==> src/rtl/apb_int_master.sv <==
// APB requester: turns one valid/ready command into one APB transfer and one response.
// Optional PREADY timeout is compiled in with `define APB_INT_MASTER_TIMEOUT_EN.
module apb_int_master #(
  parameter int DATA_WIDTH     = 32,
  parameter int ADDR_WIDTH     = 16,
  parameter int TIMEOUT_CYCLES = 16
) (
  input  logic                  PCLK,
  input  logic                  PRESET,
  input  logic                  cmd_valid,
  output logic                  cmd_ready,
  input  logic                  cmd_write,
  input  logic [ADDR_WIDTH-1:0] cmd_addr,
  input  logic [DATA_WIDTH-1:0] cmd_wdata,
  output logic                  rsp_valid,
  input  logic                  rsp_ready,
  output logic [DATA_WIDTH-1:0] rsp_rdata,
  output logic                  rsp_err,
  output logic                  rsp_timeout,
  output logic                  PSEL,
  output logic                  PENABLE,
  output logic                  PWRITE,
  output logic [ADDR_WIDTH-1:0] PADDR,
  output logic [DATA_WIDTH-1:0] PWDATA,
  input  logic [DATA_WIDTH-1:0] PRDATA,
  input  logic                  PREADY,
  input  logic                  PSLVERR
);

  // state  | meaning
  // IDLE   | cmd_ready high, waiting for a command
  // SETUP  | PSEL=1, PENABLE=0 for exactly one cycle
  // ACCESS | PSEL=1, PENABLE=1 until PREADY (or timeout)
  // RESP   | rsp_valid high until rsp_ready
  typedef enum logic [1:0] {S_IDLE, S_SETUP, S_ACCESS, S_RESP} state_t;

  state_t                r_state;
  logic                  r_cmd_ready;
  logic                  r_psel;
  logic                  r_penable;
  logic                  r_pwrite;
  logic [ADDR_WIDTH-1:0] r_paddr;
  logic [DATA_WIDTH-1:0] r_pwdata;
  logic                  r_rsp_valid;
  logic [DATA_WIDTH-1:0] r_rsp_rdata;
  logic                  r_rsp_err;

`ifdef APB_INT_MASTER_TIMEOUT_EN
  localparam int CNT_W = $clog2(TIMEOUT_CYCLES + 1);
  localparam logic [CNT_W-1:0] TO_LAST = CNT_W'(TIMEOUT_CYCLES - 1);
  logic [CNT_W-1:0] r_to_cnt;
  logic             r_rsp_timeout;
  assign rsp_timeout = r_rsp_timeout;
`else
  localparam int UNUSED_TIMEOUT_CYCLES = TIMEOUT_CYCLES;
  assign rsp_timeout = 1'b0;
`endif

  always_ff @(posedge PCLK or posedge PRESET) begin
    if (PRESET) begin
      r_state       <= S_IDLE;
      r_cmd_ready   <= 1'b1;
      r_psel        <= 1'b0;
      r_penable     <= 1'b0;
      r_pwrite      <= 1'b0;
      r_paddr       <= '0;
      r_pwdata      <= '0;
      r_rsp_valid   <= 1'b0;
      r_rsp_rdata   <= '0;
      r_rsp_err     <= 1'b0;
`ifdef APB_INT_MASTER_TIMEOUT_EN
      r_to_cnt      <= '0;
      r_rsp_timeout <= 1'b0;
`endif
    end else begin
      case (r_state)
        S_IDLE: begin
          if (cmd_valid) begin
            r_pwrite    <= cmd_write;
            r_paddr     <= cmd_addr;
            r_pwdata    <= cmd_wdata;
            r_cmd_ready <= 1'b0;
            r_psel      <= 1'b1;
            r_state     <= S_SETUP;
`ifdef APB_INT_MASTER_TIMEOUT_EN
            r_to_cnt    <= '0;
`endif
          end
        end
        S_SETUP: begin
          r_penable <= 1'b1;
          r_state   <= S_ACCESS;
        end
        S_ACCESS: begin
          // PSLVERR is only meaningful alongside PREADY; error responses carry no data
          if (PREADY) begin
            r_rsp_rdata   <= (!r_pwrite && !PSLVERR) ? PRDATA : '0;
            r_rsp_err     <= PSLVERR;
            r_psel        <= 1'b0;
            r_penable     <= 1'b0;
            r_rsp_valid   <= 1'b1;
            r_state       <= S_RESP;
`ifdef APB_INT_MASTER_TIMEOUT_EN
            r_rsp_timeout <= 1'b0;
          end else if (r_to_cnt == TO_LAST) begin
            r_rsp_rdata   <= '0;
            r_rsp_err     <= 1'b1;
            r_rsp_timeout <= 1'b1;
            r_psel        <= 1'b0;
            r_penable     <= 1'b0;
            r_rsp_valid   <= 1'b1;
            r_state       <= S_RESP;
          end else begin
            r_to_cnt      <= r_to_cnt + CNT_W'(1);
`endif
          end
        end
        S_RESP: begin
          if (rsp_ready) begin
            r_rsp_valid <= 1'b0;
            r_cmd_ready <= 1'b1;
            r_state     <= S_IDLE;
          end
        end
        default: begin
          r_state <= S_IDLE;
        end
      endcase
    end
  end

  assign cmd_ready = r_cmd_ready;
  assign PSEL      = r_psel;
  assign PENABLE   = r_penable;
  assign PWRITE    = r_pwrite;
  assign PADDR     = r_paddr;
  assign PWDATA    = r_pwdata;
  assign rsp_valid = r_rsp_valid;
  assign rsp_rdata = r_rsp_rdata;
  assign rsp_err   = r_rsp_err;

endmodule

==> config.mk <==
export PLATFORM = sky130hd
export DESIGN_NAME = apb_int_master
export DESIGN_NICKNAME = d
export VERILOG_FILES = /design/src/rtl/apb_int_master.sv
export SDC_FILE = /design/constraint.sdc
export NUM_CORES = 1
export LEC_CHECK = 0
export CAP_MARGIN = 20
export CORE_MARGIN = 4
export CORE_UTILIZATION = 31
export CTS_BUF_LIST = sky130_fd_sc_hd__clkbuf_4 sky130_fd_sc_hd__clkbuf_8
export CTS_CLUSTER_SIZE = 10
export DETAILED_ROUTE_END_ITERATION = 10
export GPL_TIMING_DRIVEN = 0
export PLACE_DENSITY = 0.74
export SYNTH_ARGS = -nofsm -noshare
export SYNTH_HDL_FRONTEND = slang
export SYNTH_SLANG_ARGS = --single-unit
==> constraint.sdc <==
create_clock -name PCLK -period 2.6 [get_ports PCLK]
set_clock_uncertainty 0.05 [all_clocks]
set_input_delay 0.52 -clock PCLK [delete_from_list [all_inputs] [get_ports PCLK]]
set_output_delay 0.52 -clock PCLK [all_outputs]
set_load 0.05 [all_outputs]
# Yosys cells after proc, flatten, opt, wreduce, memory -nomap -nowiden
# Cells that the tools add are included.
[word_totals]
regBits = 88
input_bits = 87
output_inout_bits = 87
word_cells = 46
[classes]
n_eq_ne = 6
muxes = 15
n_reduce_logical = 15
[op_table]
columns = ["operator", "count"]
rows = [
  ["$mux W32", 1],
  ["$reduce_and A3 Y1", 4],
  ["$pmux W1 S2", 4],
  ["$pmux W2 S4", 1],
  ["$reduce_bool A2 Y1", 4],
  ["$mux W1", 6],
  ["$mux W2", 3],
  ["$ne A2 B2 Y1 const B", 3],
  ["$reduce_and A2 Y1", 3],
  ["$eq A2 B2 Y1 const B", 2],
  ["$eq A2 B1 Y1 const B", 1],
  ["$logic_not A1 Y1", 2],
  ["$logic_not A2 Y1", 1],
  ["$logic_and A1 B1 Y1", 1],
]

# Logic depth before layout (Yosys ltp)
[logic_depth]
ltp_word = 3
mapped_depth = 6
depth_no_buf = 5

# Worst setup path before layout
# OpenSTA, ideal clock, no wires.
[synth_timing]
path_type = "register to register"
startpoint = "register r_state[0]"
endpoint = "register r_state[1]"
setup_time_ns = 0.128
arrival_ns = 1.381
t_required_ns = 2.422
path_slack_ns = 1.041
stages_incl_launch_ff = 6
n_path_buf = 0
synth_period_minus_slack_ns = 1.559
path_cell_list = "dfrtp_1 > inv_1 > ha_1 > nor2b_1 > a221oi_4 > mux2_1"
[synth_via]
elab_chain_cells = 3
elab_cells_between_ends = 9
classes_between = "6 x eq/ne; 1 x mux; 2 x reduce/logical"
[synth_rtl]
columns = ["item", "line", "text"]
rows = [
  ["start, declared", "37", "state_t r_state;"],
  ["start signal, assigned", "61", "r_state <= S_IDLE;"],
  ["start signal, assigned", "84", "r_state <= S_SETUP;"],
  ["start signal, assigned", "92", "r_state <= S_ACCESS;"],
  ["$eq A2 B2 Y1 / $logic_not A2 Y1 (equally long branches)", "76", "case (r_state)"],
  ["$ne A2 B2 Y1 (no source line)", "n/a", ""],
  ["$reduce_and A3 Y1 (no source line)", "n/a", ""],
]
# Several ways; a longest one is shown, not always the timed one.
# A chain may end at the register's enable or synchronous reset.

# Worst setup path after layout
[layout_timing]
startpoint = "register r_cmd_ready, in the netlist cmd_ready"
endpoint = "output port cmd_ready"
[layout_rtl]
columns = ["item", "line", "text"]
rows = [
  ["start, declared", "38", "logic r_cmd_ready;"],
  ["start signal, assigned", "62", "r_cmd_ready <= 1'b1;"],
  ["start signal, assigned", "82", "r_cmd_ready <= 1'b0;"],
  ["start signal, assigned", "121", "r_cmd_ready <= 1'b1;"],
  ["end, declared", "11", "output logic cmd_ready,"],
]
# No word-level cell between the ends.

==> reports/qor.yml <==
run_status:
  outcome: "finished clean"
placed_design:
  placed_area_sq_mm: 0.005348
  pre_cts_ws_ns: 0.4295
  port_buffers: 172
  routabilityCongestion: 0.7856
  dpl.hpwl_microns: 6692
pwr:
  finalPower_w: 0.008324
  p_per_area_mw_per_mm2: 1505
  max-vdd-ir-drop_mv: 0.7583
  p_leak_nw: 2.365
clock_network:
  numCtsBuffers: 9
  clkTransAtPathRegs_ns: 0.08
  cts-resized-gates: 0
  cts.sinks: 88
  cts_tree: "done"
  clk_path_buf_depth: 2
  root_buffer: "clkbuf_8"
  hold_buffers: 0
  clock_latency_ns: 0.34
  cts_setup_buffers: 0
  htreeDepth: 3
global_routing:
  first_global_vias: 2751
  overflow: 0
  grt_max_degree: 36
  antenna_found_initial: 0
  grt_pass1_wl_microns: 14010
  gr-usage-all-layers_pct: 13.82
floorplanning:
  fp.dieH_microns: 112.8
  die_w_microns: 112.8
  dieArea_sq_mm: 0.01273
  initial_core_util_pct: 31.57
  coreArea_sq_mm: 0.01079
  top_level_ports: 174
  rows: 38
timing:
  drv_slew: 0
  final.period_utilization_pct: 87.08
  fmax_ghz: 0.4417
  rsz0062_at_grt: "no"
  layout_setup_ws_ns: 0.3359
  relSlewSlack_pct: 63.76
  tns_ns: 0
  hold_violations: 0
  layout_min_cycle_time_ns: 2.264
  setup_violations: 0
  tightest_slew_ns: 0.5436
setup_path:
  setup.worst_path.end_class: "primary output"
  worstSetupPathDepth: 1
  crit_family: "buffers and inverters"
  critPathKind: "register to primary output"
  path_max_fanout: 3
  start_kind: "register"
  crit_arrival_ns: 1.69
  slowest_stage: "clkdlybuf4s50_1"
  cp.required_ns: 2.03
  path_buf_inv: 1
  reg2reg_depth: 5
  cp_cell_sequence: "clkdlybuf4s50_1"
  cpPeakStageDelay_ns: 0.80
drt:
  wl_met3_microns: 990
  routed_via_density: 4.607
  wl_per_cell_microns: 15.84
  maxUsedRoutingLayer: "met4"
  drt_iter0_drc: 51
  wl_met1_microns: 3572
  vias: 2529
  drt-total-wl_microns: 8695
  drtPass1Iterations: 4
  met2_length_microns: 3974
  drcViolationCount: 0
  detail-route-antenna-nets: 0
job:
  max_cap_viol_count: 0
yosys:
  avgSynthCellArea_sq_um: 15.56
  yosys.area.top_type: "dfrtp_1"
  yosys-top-cells-area: "dfrtp_1 (64%), mux2_2 (17%), a22o_1 (8.5%), ha_1 (2.2%), buf_6 (0.99%)"
  synth_nets: 312
  ys_warn_count: 0
  netlist_top_cells_count: "dfrtp_1 (87), mux2_2 (50), a22o_1 (33)"
  yosysUniqueCellTypes: 27
  ys_seq_elements: 88
  seq_area_frac_synth_pct: 64.67
  synth.most_common_cell: "dfrtp_1"
  synth_top_area_share_pct: 63.90
  ys.flop_type: "dfrtp_1"
  async_flop_share_pct: 100.0
  synth_edf_count: 0
  syn_area_sq_mm: 0.003407
  syn_inst: 219
layout:
  final_area_sq_mm: 0.005532
  layout-drive-gt1-share_pct: 20.54
  area_growth_pct: 62.36
  diodes: 0
  utilization_pct: 51.25
  fillCellCount: 962
  nets: 497
worst_hold_path:
  holdPathStages: 2
  holdCritPathClass: "register to register"
final cells by class:
cell class                      instances  area [sq um]  area share (%)
Clock inverter                          3         17.52          0.3167
Clock buffer                           13         166.4           3.008
Inverter                                5         22.52          0.4071
Tap cell                              140         175.2           3.167
Timing Repair Buffer                  174          1762           31.85
Buffer                                 12         77.57           1.402
Sequential cell                        88          2203           39.83
Multi-Input combinational cell        114          1107           20.02
cells by family (layout without fill, tap and decap cells):
logic type / count (synthesis) / after routing / share of synthesized area, %
AND/OR/NAND/NOR: 13 / 13 / 2.350
multiplexers: 53 / 53 / 17.44
other: 1 / 1 / 0.1101
flip-flops: 88 / 88 / 64.67
AO/OA/AOI/OAI: 41 / 41 / 10.39
adder cells (fa/ha/maj): 6 / 6 / 2.203
buffers and inverters: 17 / 207 / 2.827
worst register-to-register path, delay by kind of cell, from the launching register on:
| kind | cells | cell delay [ns] |
|---|---|---|
| buffers and inverters | 2 | 0.44 |
| multiplexers | 1 | 0.37 |
| adder cells (fa/ha/maj) | 1 | 0.27 |
| flip-flops | 1 | 0.38 |
| AND/OR/NAND/NOR | 1 | 0.25 |
path summary, 6_finish.rpt:
kind	to	from	slack [ns]
max in group asynchronous	rsp_rdata[0]	PRESET	1.43
setup reg to reg	PADDR[3]	r_state[0]	0.74
min in group asynchronous	PADDR[12]	PRESET	0.52
hold / removal	PENABLE	PENABLE	0.45
setup / recovery	cmd_ready	cmd_ready	0.34
hold reg to reg	PENABLE	PENABLE	0.45
layout by cell type, fill, tap and decap left out, types with 3 or more instances in the layout:
master / synthesis / layout
a21oi_1: 3 / 3
a22o_1: 33 / 33
buf_2: 5 / 5
buf_6: 3 / 3
clkbuf_1: 3 / 3
clkbuf_8: 0 / 11
clkdlybuf4s50_1: 0 / 172
dfrtp_1: 87 / 87
ha_1: 6 / 6
inv_1: 4 / 3
mux2_2: 50 / 50
nand2_1: 3 / 3
nor2_1: 3 / 3
sequential cells by signal (all words and copies together), names as in the netlist:
name,cells
PWDATA,32
rsp_rdata,32
PADDR,16
r_state,2
PENABLE,1
PSEL,1
PWRITE,1
cmd_ready,1
rsp_err,1
rsp_valid,1
per-layer routing:
layer  GRT usage (%)  vias up
met5               0        -
met4           6.010        0
met3           5.294       12
met2           21.25      127
met1           17.39     1234
li1                -     1156
power by group:
part           switching, W  leakage, nW  internal (W)
logic               0.00315         1.18       0.00189
clock network      0.000450       0.0963      0.000419
registers          0.000374         1.09       0.00205
total               0.00397         2.36       0.00435
per-stage QoR:
step / hold WS [ns] / instances
6_report: 0.4465 / 549
3_5_place_dp: 0.4405 / 533
2_1_floorplan: 0.4865 / 219
5_1_grt: 0.4672 / 549
3_3_place_gp: 0.4205 / 531
4_1_cts: 0.4598 / 549
(Power assumes the default switching activity.)
